## src/rtl/adder_arbiter.sv

```systemverilog
// Round-robin arbiter that shares one registered adder between two valid/ready requesters.
// Optional feature macro: ADDER_ARB_ILLEGAL_CHECK_EN (answer mode 2'b11 with an error, no issue).
module adder_arbiter #(
    parameter int unsigned WIDTH   = 4,
    parameter int unsigned LATENCY = 1
) (
    input  logic             clk,
    input  logic             rst,

    input  logic             req0_valid_i,
    output logic             req0_ready_o,
    input  logic [1:0]       req0_f_i,
    input  logic [WIDTH-1:0] req0_a_i,
    input  logic [WIDTH-1:0] req0_b_i,
    output logic             rsp0_valid_o,
    output logic [WIDTH-1:0] rsp0_y_o,
    output logic             rsp0_err_o,

    input  logic             req1_valid_i,
    output logic             req1_ready_o,
    input  logic [1:0]       req1_f_i,
    input  logic [WIDTH-1:0] req1_a_i,
    input  logic [WIDTH-1:0] req1_b_i,
    output logic             rsp1_valid_o,
    output logic [WIDTH-1:0] rsp1_y_o,
    output logic             rsp1_err_o,

    output logic [1:0]       add_f_o,
    output logic [WIDTH-1:0] add_a_o,
    output logic [WIDTH-1:0] add_b_o,
    input  logic [WIDTH-1:0] add_y_i
);

    localparam int unsigned CntW = (LATENCY < 2) ? 1 : $clog2(LATENCY + 1);

    typedef enum logic [1:0] {
        StIdle,
        StWait,
        StCapt
    } state_e;

    state_e            state_q, state_d;
    logic [CntW-1:0]   cnt_q, cnt_d;
    logic              prio_q, prio_d;
    logic              owner_q, owner_d;
    logic              illegal_q, illegal_d;
    logic [1:0]        add_f_q, add_f_d;
    logic [WIDTH-1:0]  add_a_q, add_a_d;
    logic [WIDTH-1:0]  add_b_q, add_b_d;

    logic [1:0]        grant;
    logic              accept;
    logic              win_id;
    logic [1:0]        win_f;
    logic [WIDTH-1:0]  win_a;
    logic [WIDTH-1:0]  win_b;
    logic              win_illegal;
    logic [1:0]        rsp_hit;

    logic [1:0]        rsp_valid_q;
    logic [1:0]        rsp_err_q;
    logic [WIDTH-1:0]  rsp0_y_q;
    logic [WIDTH-1:0]  rsp1_y_q;

    // Ready doubles as the grant; it is held low while reset is asserted.
    always_comb begin
        grant = 2'b00;
        if (rst && state_q == StIdle) begin
            if (req0_valid_i && (!req1_valid_i || !prio_q)) begin
                grant[0] = 1'b1;
            end else if (req1_valid_i) begin
                grant[1] = 1'b1;
            end
        end
    end

    assign accept = |grant;
    assign win_id = grant[1];
    assign win_f  = win_id ? req1_f_i : req0_f_i;
    assign win_a  = win_id ? req1_a_i : req0_a_i;
    assign win_b  = win_id ? req1_b_i : req0_b_i;

`ifdef ADDER_ARB_ILLEGAL_CHECK_EN
    assign win_illegal = (win_f == 2'b11);
`else
    assign win_illegal = 1'b0;
`endif

    always_comb begin
        state_d   = state_q;
        cnt_d     = cnt_q;
        prio_d    = prio_q;
        owner_d   = owner_q;
        illegal_d = illegal_q;
        add_f_d   = add_f_q;
        add_a_d   = add_a_q;
        add_b_d   = add_b_q;
        unique case (state_q)
            StIdle: begin
                if (accept) begin
                    prio_d    = ~prio_q;
                    owner_d   = win_id;
                    illegal_d = win_illegal;
                    if (win_illegal) begin
                        state_d = StCapt;
                    end else begin
                        add_f_d = win_f;
                        add_a_d = win_a;
                        add_b_d = win_b;
                        cnt_d   = CntW'(LATENCY);
                        state_d = StWait;
                    end
                end
            end
            StWait: begin
                cnt_d = cnt_q - CntW'(1);
                if (cnt_q == CntW'(1)) begin
                    state_d = StCapt;
                end
            end
            StCapt: begin
                state_d = StIdle;
            end
            default: begin
                state_d = StIdle;
            end
        endcase
    end

    always_ff @(posedge clk or negedge rst) begin
        if (!rst) begin
            state_q   <= StIdle;
            cnt_q     <= '0;
            prio_q    <= 1'b0;
            owner_q   <= 1'b0;
            illegal_q <= 1'b0;
            add_f_q   <= '0;
            add_a_q   <= '0;
            add_b_q   <= '0;
        end else begin
            state_q   <= state_d;
            cnt_q     <= cnt_d;
            prio_q    <= prio_d;
            owner_q   <= owner_d;
            illegal_q <= illegal_d;
            add_f_q   <= add_f_d;
            add_a_q   <= add_a_d;
            add_b_q   <= add_b_d;
        end
    end

    assign rsp_hit[0] = (state_q == StCapt) && !owner_q;
    assign rsp_hit[1] = (state_q == StCapt) &&  owner_q;

    // Results hold until the same requester's next response overwrites them.
    always_ff @(posedge clk or negedge rst) begin
        if (!rst) begin
            rsp_valid_q <= 2'b00;
            rsp_err_q   <= 2'b00;
            rsp0_y_q    <= '0;
            rsp1_y_q    <= '0;
        end else begin
            rsp_valid_q <= rsp_hit;
            if (rsp_hit[0]) begin
                rsp0_y_q     <= illegal_q ? '0 : add_y_i;
                rsp_err_q[0] <= illegal_q;
            end
            if (rsp_hit[1]) begin
                rsp1_y_q     <= illegal_q ? '0 : add_y_i;
                rsp_err_q[1] <= illegal_q;
            end
        end
    end

    assign req0_ready_o = grant[0];
    assign req1_ready_o = grant[1];
    assign rsp0_valid_o = rsp_valid_q[0];
    assign rsp1_valid_o = rsp_valid_q[1];
    assign rsp0_y_o     = rsp0_y_q;
    assign rsp1_y_o     = rsp1_y_q;
    assign rsp0_err_o   = rsp_err_q[0];
    assign rsp1_err_o   = rsp_err_q[1];
    assign add_f_o      = add_f_q;
    assign add_a_o      = add_a_q;
    assign add_b_o      = add_b_q;

`ifndef SYNTHESIS
    a_one_ready : assert property (@(posedge clk) disable iff (!rst)
        !(req0_ready_o && req1_ready_o));
    a_operands_hold : assert property (@(posedge clk) disable iff (!rst)
        !accept |=> $stable({add_f_o, add_a_o, add_b_o}));
`endif

endmodule

```

## config.mk

```make
export PLATFORM = sky130hd
export DESIGN_NAME = adder_arbiter
export DESIGN_NICKNAME = d
export VERILOG_FILES = /design/src/rtl/adder_arbiter.sv
export SDC_FILE = /design/constraint.sdc
export NUM_CORES = 1
export LEC_CHECK = 0
export ABC_AREA = 1
export BUFFER_PORTS_ARGS = -buffer_cell sky130_fd_sc_hd__buf_2
export CORE_MARGIN = 2
export CORE_UTILIZATION = 49
export CTS_CLUSTER_DIAMETER = 50
export DETAILED_ROUTE_END_ITERATION = 12
export HOLD_SLACK_MARGIN = 0.1
export PLACE_DENSITY_LB_ADDON = 0.08
export REMOVE_ABC_BUFFERS = 1
export SYNTH_ARGS = -nofsm -noshare
export SYNTH_HDL_FRONTEND = slang
export SYNTH_SLANG_ARGS = --single-unit
```

## constraint.sdc

```tcl
create_clock -name clk -period 1.8 [get_ports clk]
set_input_delay 0.36 -clock clk [delete_from_list [all_inputs] [get_ports clk]]
set_output_delay 0.36 -clock clk [all_outputs]
set_load 0.03 [all_outputs]
```

; Word level (Yosys, flattened, before mapping)
; Cells that the tools add are included.
[totals]
register_bits = 25
input_bits = 28
out_inout_bits = 24
word_cells = 42
[classes]
add_sub_neg = 1
eq_ne = 4
mux = 12
bitwise_logic = 1
reduce_logical = 14
[ops]
columns = cell, n
row1 = $mux 2, 4
row2 = $mux 4, 2
row3 = $reduce_and 2->1, 3
row4 = $logic_and 1x1->1, 4
row5 = $mux 1, 4
row6 = $ne 2x2->1 const B, 2
row7 = $pmux 2 s2, 1
row8 = $logic_not 1->1, 3
row9 = $eq 2x1->1 const B, 1
row10 = $eq 2x2->1 const B, 1
row11 = $logic_not 2->1, 1
row12 = $pmux 1 s2, 1
row13 = $reduce_bool 2->1, 1
row14 = $reduce_or 2->1, 1
row15 = $logic_or 1x1->1, 1
row16 = $not 1->1, 1
row17 = $sub 1x1->1 const B, 1

; Depth between registers and ports, before layout
; Gate-level depths: netlist of the first run.
[logic_depth]
word_depth = 8
ltp_mapped = 9
ltp_nobuf = 8

; Worst setup path before layout of the first run
; Ideal clock, no wire load.
[synth_path]
path_kind = register to output
start = reg state_q[1]
end = out req1_ready_o
arrival_time_ps = 1057
t_required_ps = 1440
path_slack_ps = 383
path_stages_with_launch = 7
path_buffers = 1
path_cell_list = dfrtp_1 > inv_1 > nand2_1 > nor2_4 > nand2_2 > buf_4 > inv_1
[synth_via]
elab_chain_len = 3
[synth_rtl]
columns = item, line
row1 = start: declaration, 42  ; state_e state_q, state_d;
row2 = start signal: assignment, 132  ; state_q <= StIdle;
row3 = start signal: assignment, 141  ; state_q <= state_d;
row4 = $logic_not 2->1, 68  ; if (rst && state_q == StIdle) begin
row5 = $logic_and 1x1->1, 68
row6 = $mux 2, 68
row7 = end: declaration, 20  ; output logic req1_ready_o,
; Every way passes these cells.

; Worst setup path after layout of the first run
[layout_path]
start = reg state_q[0]
end = out req1_ready_o
; The elaborated chain is that of the path after synthesis.

==> reports/metrics.yaml, run 1 <==
start_util_pct: 52.2
cp.buffers_inverters: 3
grt_pass1_wl_um: 3820
period_share_pct: 96.9
io_buffers: 49
wl_per_cell_um: 10.7
finalHoldViolCount: 0
power_mw: 2.52
top_layer_used: "met4"
r2r_slack_ns: 0.37
die_w_um: 52.5
max_stage_delay_ns: 0.40
setup_violations: 0
place_ws_ns: 0.297
path_delay_family: "flip-flops"
drive_above_1_share_pct: 33.0
h-tree-depth: 1
slowest_stage: "dfrtp_1"
vias: 1062
nNetsFinal: 229
p_leak_nw: 0.938
fin_area_um2: 1490
ys_ff_latch: 25
syn_avg_cell_area_um2: 7.96
tns_ns: 0
num_antenna_cells: 0
ios: 52
instances_no_fill: 228
r2r-start: "state_q[0]"
clk_pin_slew_ns: 0.13
syn_area_um2: 1150
yosys_warnings: 0
timing.rr.end: "add_a_o[3]"
mostFrequentLayoutCell: "nand2_1"
power_density_nw_per_um2: 1690
clk-insertion-delay-late_ns: 0.32
worstPathRequired_ns: 1.44
postRouteAntennaNets: 0
overflow: 0
path_depth: 6
max_freq_ghz: 0.573
status: "complete, no violations"
path_max_fanout: 4
cts_tree: "done"
via_per_inst: 4.66
cp_data_arrival_time_ns: 1.38
rows: 17
antenna_found_initial: 0
area_growth_pct: 28.7
slew_violations: 0
crit_chain: "inv_2, nand2_1, nor2_4, nand2_4, inv_1, buf_4"
critical_path_class: "flip-flop to output port"
met2WireLength_um: 1190
grt_start_max_net_pins: 26
firstDrtPassIters: 4
endpoint_kind: "output port"
grtUsageTotal_pct: 19.2
ys_types: 16
reg2regPathDepth: 8
cts_buffers: 3
die_y_um: 52.5
drc: 0
final_cell_mix: "nand2_1 (65), buf_2 (47), dfrtp_1 (25)"
grt_pass1_vias: 926
ir_worst_vdd_v: 0.000930
placed_area_um2: 1410
worstSetupStartpoint: "state_q[0]"
gp_congestion: 0.722
fin_crit_ns: 1.74
maxCapViolations: 0
dp_hpwl_um: 1770
clock_skew_ns: 0.00458
dieArea_um2: 2760
ys_seq_area_share_pct: 54.2
crit_end: "req1_ready_o"
placedCellCount: 219
cts_root_buf: "clkbuf_4"
hold_class: "input port to flip-flop"
numClockSinks: 25
startpoint_type: "flip-flop"
drt_iter0_markers: 8
clockBufferDepth: 2
final.setup.worst_slack_ns: 0.0558
wl_met1_um: 1090
wl_um: 2440
wl_met3_um: 129
fp.coreArea_um2: 2210
synth_cells: 145
worst min path at each step:
stage,from,to,slack (ns),depth (start not counted)
3_3_place_gp,rst,rsp_valid_q[0],0.38,2
6_report,add_y_i[1],rsp1_y_o[1],0.30,3
3_5_place_dp,rst,rsp_valid_q[0],0.39,2
4_1_cts,add_y_i[0],rsp0_y_o[0],0.30,3
2_1_floorplan,rst,add_a_o[0],0.06,0
5_1_grt,add_y_i[0],rsp0_y_o[0],0.31,3
where the power goes:
| part | internal, mW | switching (mW) |
|---|---|---|
| clock | 0.0867 | 0.162 |
| combinational | 0.403 | 0.915 |
| sequential | 0.820 | 0.131 |
| total | 1.31 | 1.21 |
timing repair:
action	4_1_cts	5_1_grt
cloned	0	0
pin swaps	0	1
hold buffers	1	0
hold endpoints to repair	25	0
endpoints found under the setup margin	1	2
buffers inserted	0	4
resized for setup	2	2
through the flow:
step	utilization, %	hold WS (ns)
after global placement	63.7	0.376
after floorplan	-	0.0644
final	67.2	0.300
after global routing	67.2	0.309
after CTS	65.7	0.296
after detailed placement	63.7	0.387
area by class of cell:
class	count	area, um2
inverters	17	63.8
repair buffers	57	313
flip-flops and latches	25	626
clock buffers	4	26.3
multi-input cells	97	423
well taps	28	35.0
fillers	207	726
worst reg2reg max path, delay by kind of cell (launching register included):
kind / cells / cell delay [ns]
flops: 1 / 0.40
simple gates: 6 / 0.69
buf+inv: 2 / 0.23
per-layer routing:
layer / up-vias / global-route usage [%]
met3: 4 / 2.57
li1: 543 / -
met2: 35 / 34.4
met5: - / 0
met4: 0 / 8.97
met1: 480 / 22.4
cells in the mapped netlist (all sizes together):
library cell  number  area [um2]
nand2             68         263
dfrtp             25         626
inv               17        63.8
nand3             13        65.1
o21ai              8        40.0
buf                7        51.3
nor2               3        18.8
a21boi             2        18.8
a21oi              1        5.00
conb               1        3.75
state kept, by name, indices dropped and copies added, names as in the netlist:
name and count:
add_b_o 4, state_q 2, rsp_valid_q 2, owner_q 1, prio_q 1, cnt_q 1
add_f_o 2, add_a_o 4, rsp0_y_o 4, rsp1_y_o 4
kinds of logic (layout without fill, tap and decap cells):
group | after synthesis | count (layout) | synth area share (%)
AND/OR/NAND/NOR | 84 | 84 | 30.0
other | 1 | 2 | 0.325
AO/OA/AOI/OAI | 11 | 11 | 5.53
buffers and inverters | 24 | 78 | 9.97
flip-flops | 25 | 25 | 54.2
(Power assumes the default switching activity.)
==> run 2: changes to the inputs <==
- RECOVER_POWER: default -> 100
==> reports/metrics.yaml, run 2 (same netlist as run 1, synthesis figures left out) <==
numClockSinks: 25
critical_path_class: "flip-flop to output port"
clockBufferDepth: 2
final_util_pct: 67.1
ios: 52
period_share_pct: 97.0
seq_area_um2: 626
cts_buffers: 3
multi_input_area_um2: 423
fin_crit_ns: 1.75
grt_start_max_net_pins: 26
grtUsageTotal_pct: 19.2
max_freq_ghz: 0.573
wl_um: 2440
instances_no_fill: 228
h-tree-depth: 1
io_buffers: 49
place_ws_ns: 0.297
grt_pass1_vias: 926
p_leak_nw: 0.937
status: "complete, no violations"
path_max_fanout: 4
ir_worst_vdd_v: 0.000928
endpoint_kind: "output port"
tightest_slew_ns: 0.601
mostFrequentLayoutCell: "nand2_1"
final_cell_mix: "nand2_1 (65), buf_2 (47), dfrtp_1 (25)"
dieArea_um2: 2760
via_per_inst: 4.66
startpoint_type: "flip-flop"
drc: 0
gp_congestion: 0.722
area_growth_pct: 28.5
cp_data_arrival_time_ns: 1.39
slew_violations: 0
worstPathRequired_ns: 1.44
hold_class: "input port to flip-flop"
placed_area_um2: 1410
fp.coreArea_um2: 2210
num_antenna_cells: 0
nNetsFinal: 229
cts_root_buf: "clkbuf_4"
drive_above_1_share_pct: 33.0
firstDrtPassIters: 4
clock_skew_ns: 0.00494
fin_area_um2: 1480
dp_hpwl_um: 1770
setup_violations: 0
postRouteAntennaNets: 0
overflow: 0
clk_pin_slew_ns: 0.13
final.setup.worst_slack_ns: 0.0544
drt_iter0_markers: 9
die_w_um: 52.5
rows: 17
fillCellCount: 208
die_y_um: 52.5
finalHoldViolCount: 0
maxCapViolations: 0
start_util_pct: 52.2
antenna_found_initial: 0
grt_pass1_wl_um: 3820
clk-insertion-delay-late_ns: 0.32
placedCellCount: 219
power_density_nw_per_um2: 1700
relSlewSlack_pct: 59.9
wl_per_cell_um: 10.7
cts_tree: "done"
vias: 1062
## run 2: cell types whose count changed in the layout (fill, tap and decap cells not counted), sizes merged
cell    change
buf         -2
clkbuf      +2
## run 2: worst paths after layout
kind	endpoint	cells after the start	start	slack [ns]
worst max-delay path	req1_ready_o	6	state_q[0]	0.05
worst min-delay path	rsp1_y_o[1]	3	add_y_i[1]	0.30
worst max register to register	add_a_o[3]	8	state_q[0]	0.37
worst min register to register	add_b_o[2]	2	add_b_o[2]	0.49
max in group asynchronous	rsp0_y_o[0]	3	rst	0.75
min in group asynchronous	add_f_o[1]	3	rst	0.67
## run 2: power by group
part	leakage, nW	switching [mW]	total (mW)	internal [mW]
combinational	0.612	0.915	1.32	0.402
sequential	0.310	0.130	0.951	0.820
clock	0.0150	0.162	0.249	0.0867
total	0.937	1.21	2.52	1.31
## run 2: what timing repair did
item	CTS	global route
pin swaps	0	1
gates resized for setup	2	2
setup buffers	0	4
gates cloned	0	0
endpoints found under the hold margin	25	0
hold buffers	1	0
endpoints found under the setup margin	1	2
## run 2: metal layers
metal	share of wire [%]	vias up	GRT usage [%]
met3	5.3	4	2.57
met1	44	480	22.4
met4	1.3	0	8.97
met5	0	-	0
li1	-	543	-
met2	49	35	34.4
## run 2: critical path, cell delays in order (launching register included)
cell and delay, ns:
dfrtp_1 0.40, inv_2 0.07, nand2_1 0.08, nor2_4 0.17
nand2_4 0.08, inv_1 0.10, buf_4 0.16
## run 2: per-stage QoR
stage / power (mW) / setup TNS, ns / hold WS (ns)
floorplan: 1.84 / 0 / 0.0644
global placement: 2.20 / 0 / 0.376
detailed placement: 2.24 / 0 / 0.387
CTS: 2.50 / 0 / 0.296
global route: 2.73 / -0.0326 / 0.309
finish: 2.52 / 0 / 0.300
## run 2: cell type report
class	instances	share of cell area (%)
tap	28	2.36
multi-input combinational	97	28.5
clock buffer	4	1.77
timing repair buffer	57	20.9
inverter	17	4.30
sequential	25	42.2
==> run 3: changes to the inputs <==
- ABC_AREA: 1 -> default
- GPL_TIMING_DRIVEN: default -> 0
- SETUP_SLACK_MARGIN: default -> 0.1
==> reports/metrics.yaml, run 3 <==
slowest_stage: "dfrtp_2"
hold-worst-slack_ns: -0.0717
cts_tree: "done"
max_freq_ghz: 0.555
start_util_pct: 51.6
ir_worst_vdd_v: 0.00107
synth_ff_type: "dfrtp_1"
tns_ns: -0.00129
gp_congestion: 0.701
r2r_slack_ns: 0.15
power_density_nw_per_um2: 1800
final.setup.worst_slack_ns: -0.00129
vias: 1032
reg2regPathDepth: 5
clock_skew_ns: 0.00403
rows: 17
drive_above_1_share_pct: 38.5
nNetsFinal: 190
synth_fa_ha_area_share_pct: 0
synth_compound_area_share_pct: 13.5
synth_edf_count: 0
synthSimpleGateAreaFrac_pct: 16.8
fp.coreArea_um2: 2210
synth.mux.area_fraction_pct: 7.89
clockBufferDepth: 2
p_leak_nw: 0.663
fin_crit_ns: 1.80
antenna_found_initial: 0
max_stage_delay_ns: 0.45
die_w_um: 52.3
io_buffers: 49
syn_avg_cell_area_um2: 11.0
grt_pass1_wl_um: 4290
endpoint_kind: "output port"
firstDrtPassIters: 4
numClockSinks: 25
drc: 0
startpoint_type: "flip-flop"
setup_violations: 1
die_y_um: 52.3
ys_types: 28
mostFrequentLayoutCell: "buf_2"
period_share_pct: 100
place_ws_ns: -0.749
grt_pass1_vias: 963
grtUsageTotal_pct: 21.7
maxCapViolations: 0
wl_um: 2720
cts_buffers: 3
synth-async-reset-ratio_pct: 100
synth_top_area_cell: "dfrtp_1"
synth_xor_area_share_pct: 0.768
crit_chain: "or3b_4, nor2_4, buf_6"
dieArea_um2: 2730
status: "finished with violations"
via_per_inst: 5.46
rsz0062_at_grt: "true"
cts_root_buf: "clkbuf_4"
worstPathRequired_ns: 1.44
h-tree-depth: 1
drt_iter0_markers: 32
num_antenna_cells: 0
cp_data_arrival_time_ns: 1.44
r2r-start: "state_q[0]"
synth.top_cell.area_share_pct: 54.8
ys_ff_latch: 25
ys_seq_area_share_pct: 54.8
synth_top_family_by_area: "simple AND/OR/NAND/NOR gates"
violations: "hold timing, setup timing"
postRouteAntennaNets: 0
wl_per_cell_um: 14.4
seq_area_um2: 627
yosys.cell_count.top_type: "dfrtp_1"
critical_path_class: "flip-flop to output port"
grt_start_max_net_pins: 29
timing.rr.end: "add_f_o[1]"
syn_area_um2: 1140
ys_top_cells_by_area: "dfrtp_1 (55%), mux2_2 (7.9%), a31oi_1 (5.5%), nand3_1 (4.4%), nor3_1 (4.4%)"
dp_hpwl_um: 1750
ios: 52
path_max_fanout: 4
clk_pin_slew_ns: 0.13
clk-insertion-delay-late_ns: 0.32
synth_common_cells: "dfrtp_1 (25), a31oi_1 (10), nand3_1 (10), nor3_1 (10), o21ai_1 (9)"
final_cell_mix: "buf_2 (26), dfrtp_1 (24), clkbuf_1 (21)"
overflow: 0
multi_input_area_um2: 485
slew_violations: 0
synth_cells: 104
fillCellCount: 184
yosys_warnings: 0
hold_class: "input port to async pin"
area_growth_pct: 31.5
finalHoldViolCount: 25
final_util_pct: 67.8
-- run 3: changes by cell type in the layout (fill, tap and decap cells not counted), moves of 2 or more --
cell      delta
nor3_1      +10
nand3_1      -3
o21ai_0      -4
nor3b_2      +2
nand2_1     -65
clkbuf_1    +20
a31oi_1     +10
mux2_2       +8
buf_4        +2
nand2_2      -2
inv_1       -13
buf_2       -21
buf_6        +2
o21ai_1      +9
-- run 3: kinds of logic after synthesis --
logic type | Yosys count
compound gates | 26
xor+xnor | 1
buf+inv | 11
flops | 25
mux | 8
other cells | 1
simple gates | 32
-- run 3: timing repair --
| item | 4_1_cts | 5_1_grt |
|---|---|---|
| endpoints found under the hold margin | 25 | 25 |
| resized for setup | 15 | 0 |
| endpoints found under the setup margin | 15 | 5 |
| pin swaps | 4 | 2 |
| setup buffers | 6 | 5 |
| gates cloned | 0 | 0 |
-- run 3: through the flow --
| stage | std cells | hold WS (ns) | power (mW) | cell area (um2) |
|---|---|---|---|---|
| 6_report | 189 | -0.0717 | 2.71 | 1500 |
| 3_3_place_gp | 174 | 0.386 | 2.30 | 1370 |
| 3_5_place_dp | 174 | 0.395 | 2.34 | 1370 |
| 2_1_floorplan | 97 | 0.0644 | 1.94 | 1090 |
| 5_1_grt | 189 | -0.0634 | 2.88 | 1500 |
| 4_1_cts | 184 | -0.0511 | 2.71 | 1500 |
-- run 3: worst max path at each step --
stage          startpoint      endpoint  slack, ns  depth (start not counted)
2_1_floorplan  state_q[0]  req1_ready_o     -0.009                          3
3_3_place_gp          rst  req1_ready_o      -0.78                          5
3_5_place_dp          rst  req1_ready_o      -0.75                          5
4_1_cts        state_q[0]  req0_ready_o      -0.02                          3
5_1_grt        state_q[0]  req0_ready_o      -0.06                          3
6_report       state_q[0]  req0_ready_o     -0.001                          3
-- run 3: final cells by class --
class / instances / area share [%]
sequential: 25 / 41.8
multi-input combinational: 69 / 32.4
timing repair buffer: 60 / 20.9
tap: 28 / 2.34
clock buffer: 3 / 1.50
inverter: 3 / 0.751
clock inverter: 1 / 0.334
-- run 3: power breakdown --
| part | switching [mW] | internal (mW) | leakage (nW) |
|---|---|---|---|
| Clock | 0.173 | 0.0834 | 0.0177 |
| Combinational | 0.935 | 0.516 | 0.349 |
| Sequential | 0.162 | 0.835 | 0.296 |
-- run 3: worst max-delay path: cells and delay by family (launching register included) --
kind | cells | cell delay [ns]
buffers and inverters | 1 | 0.14
flip-flops | 1 | 0.45
AND/OR/NAND/NOR | 2 | 0.53
-- run 3: routing by layer --
metal	track usage [%]	routed length [um]
met5	0	0
met3	2.57	205
met4	9.83	58
met1	30.3	1190
met2	34.0	1260
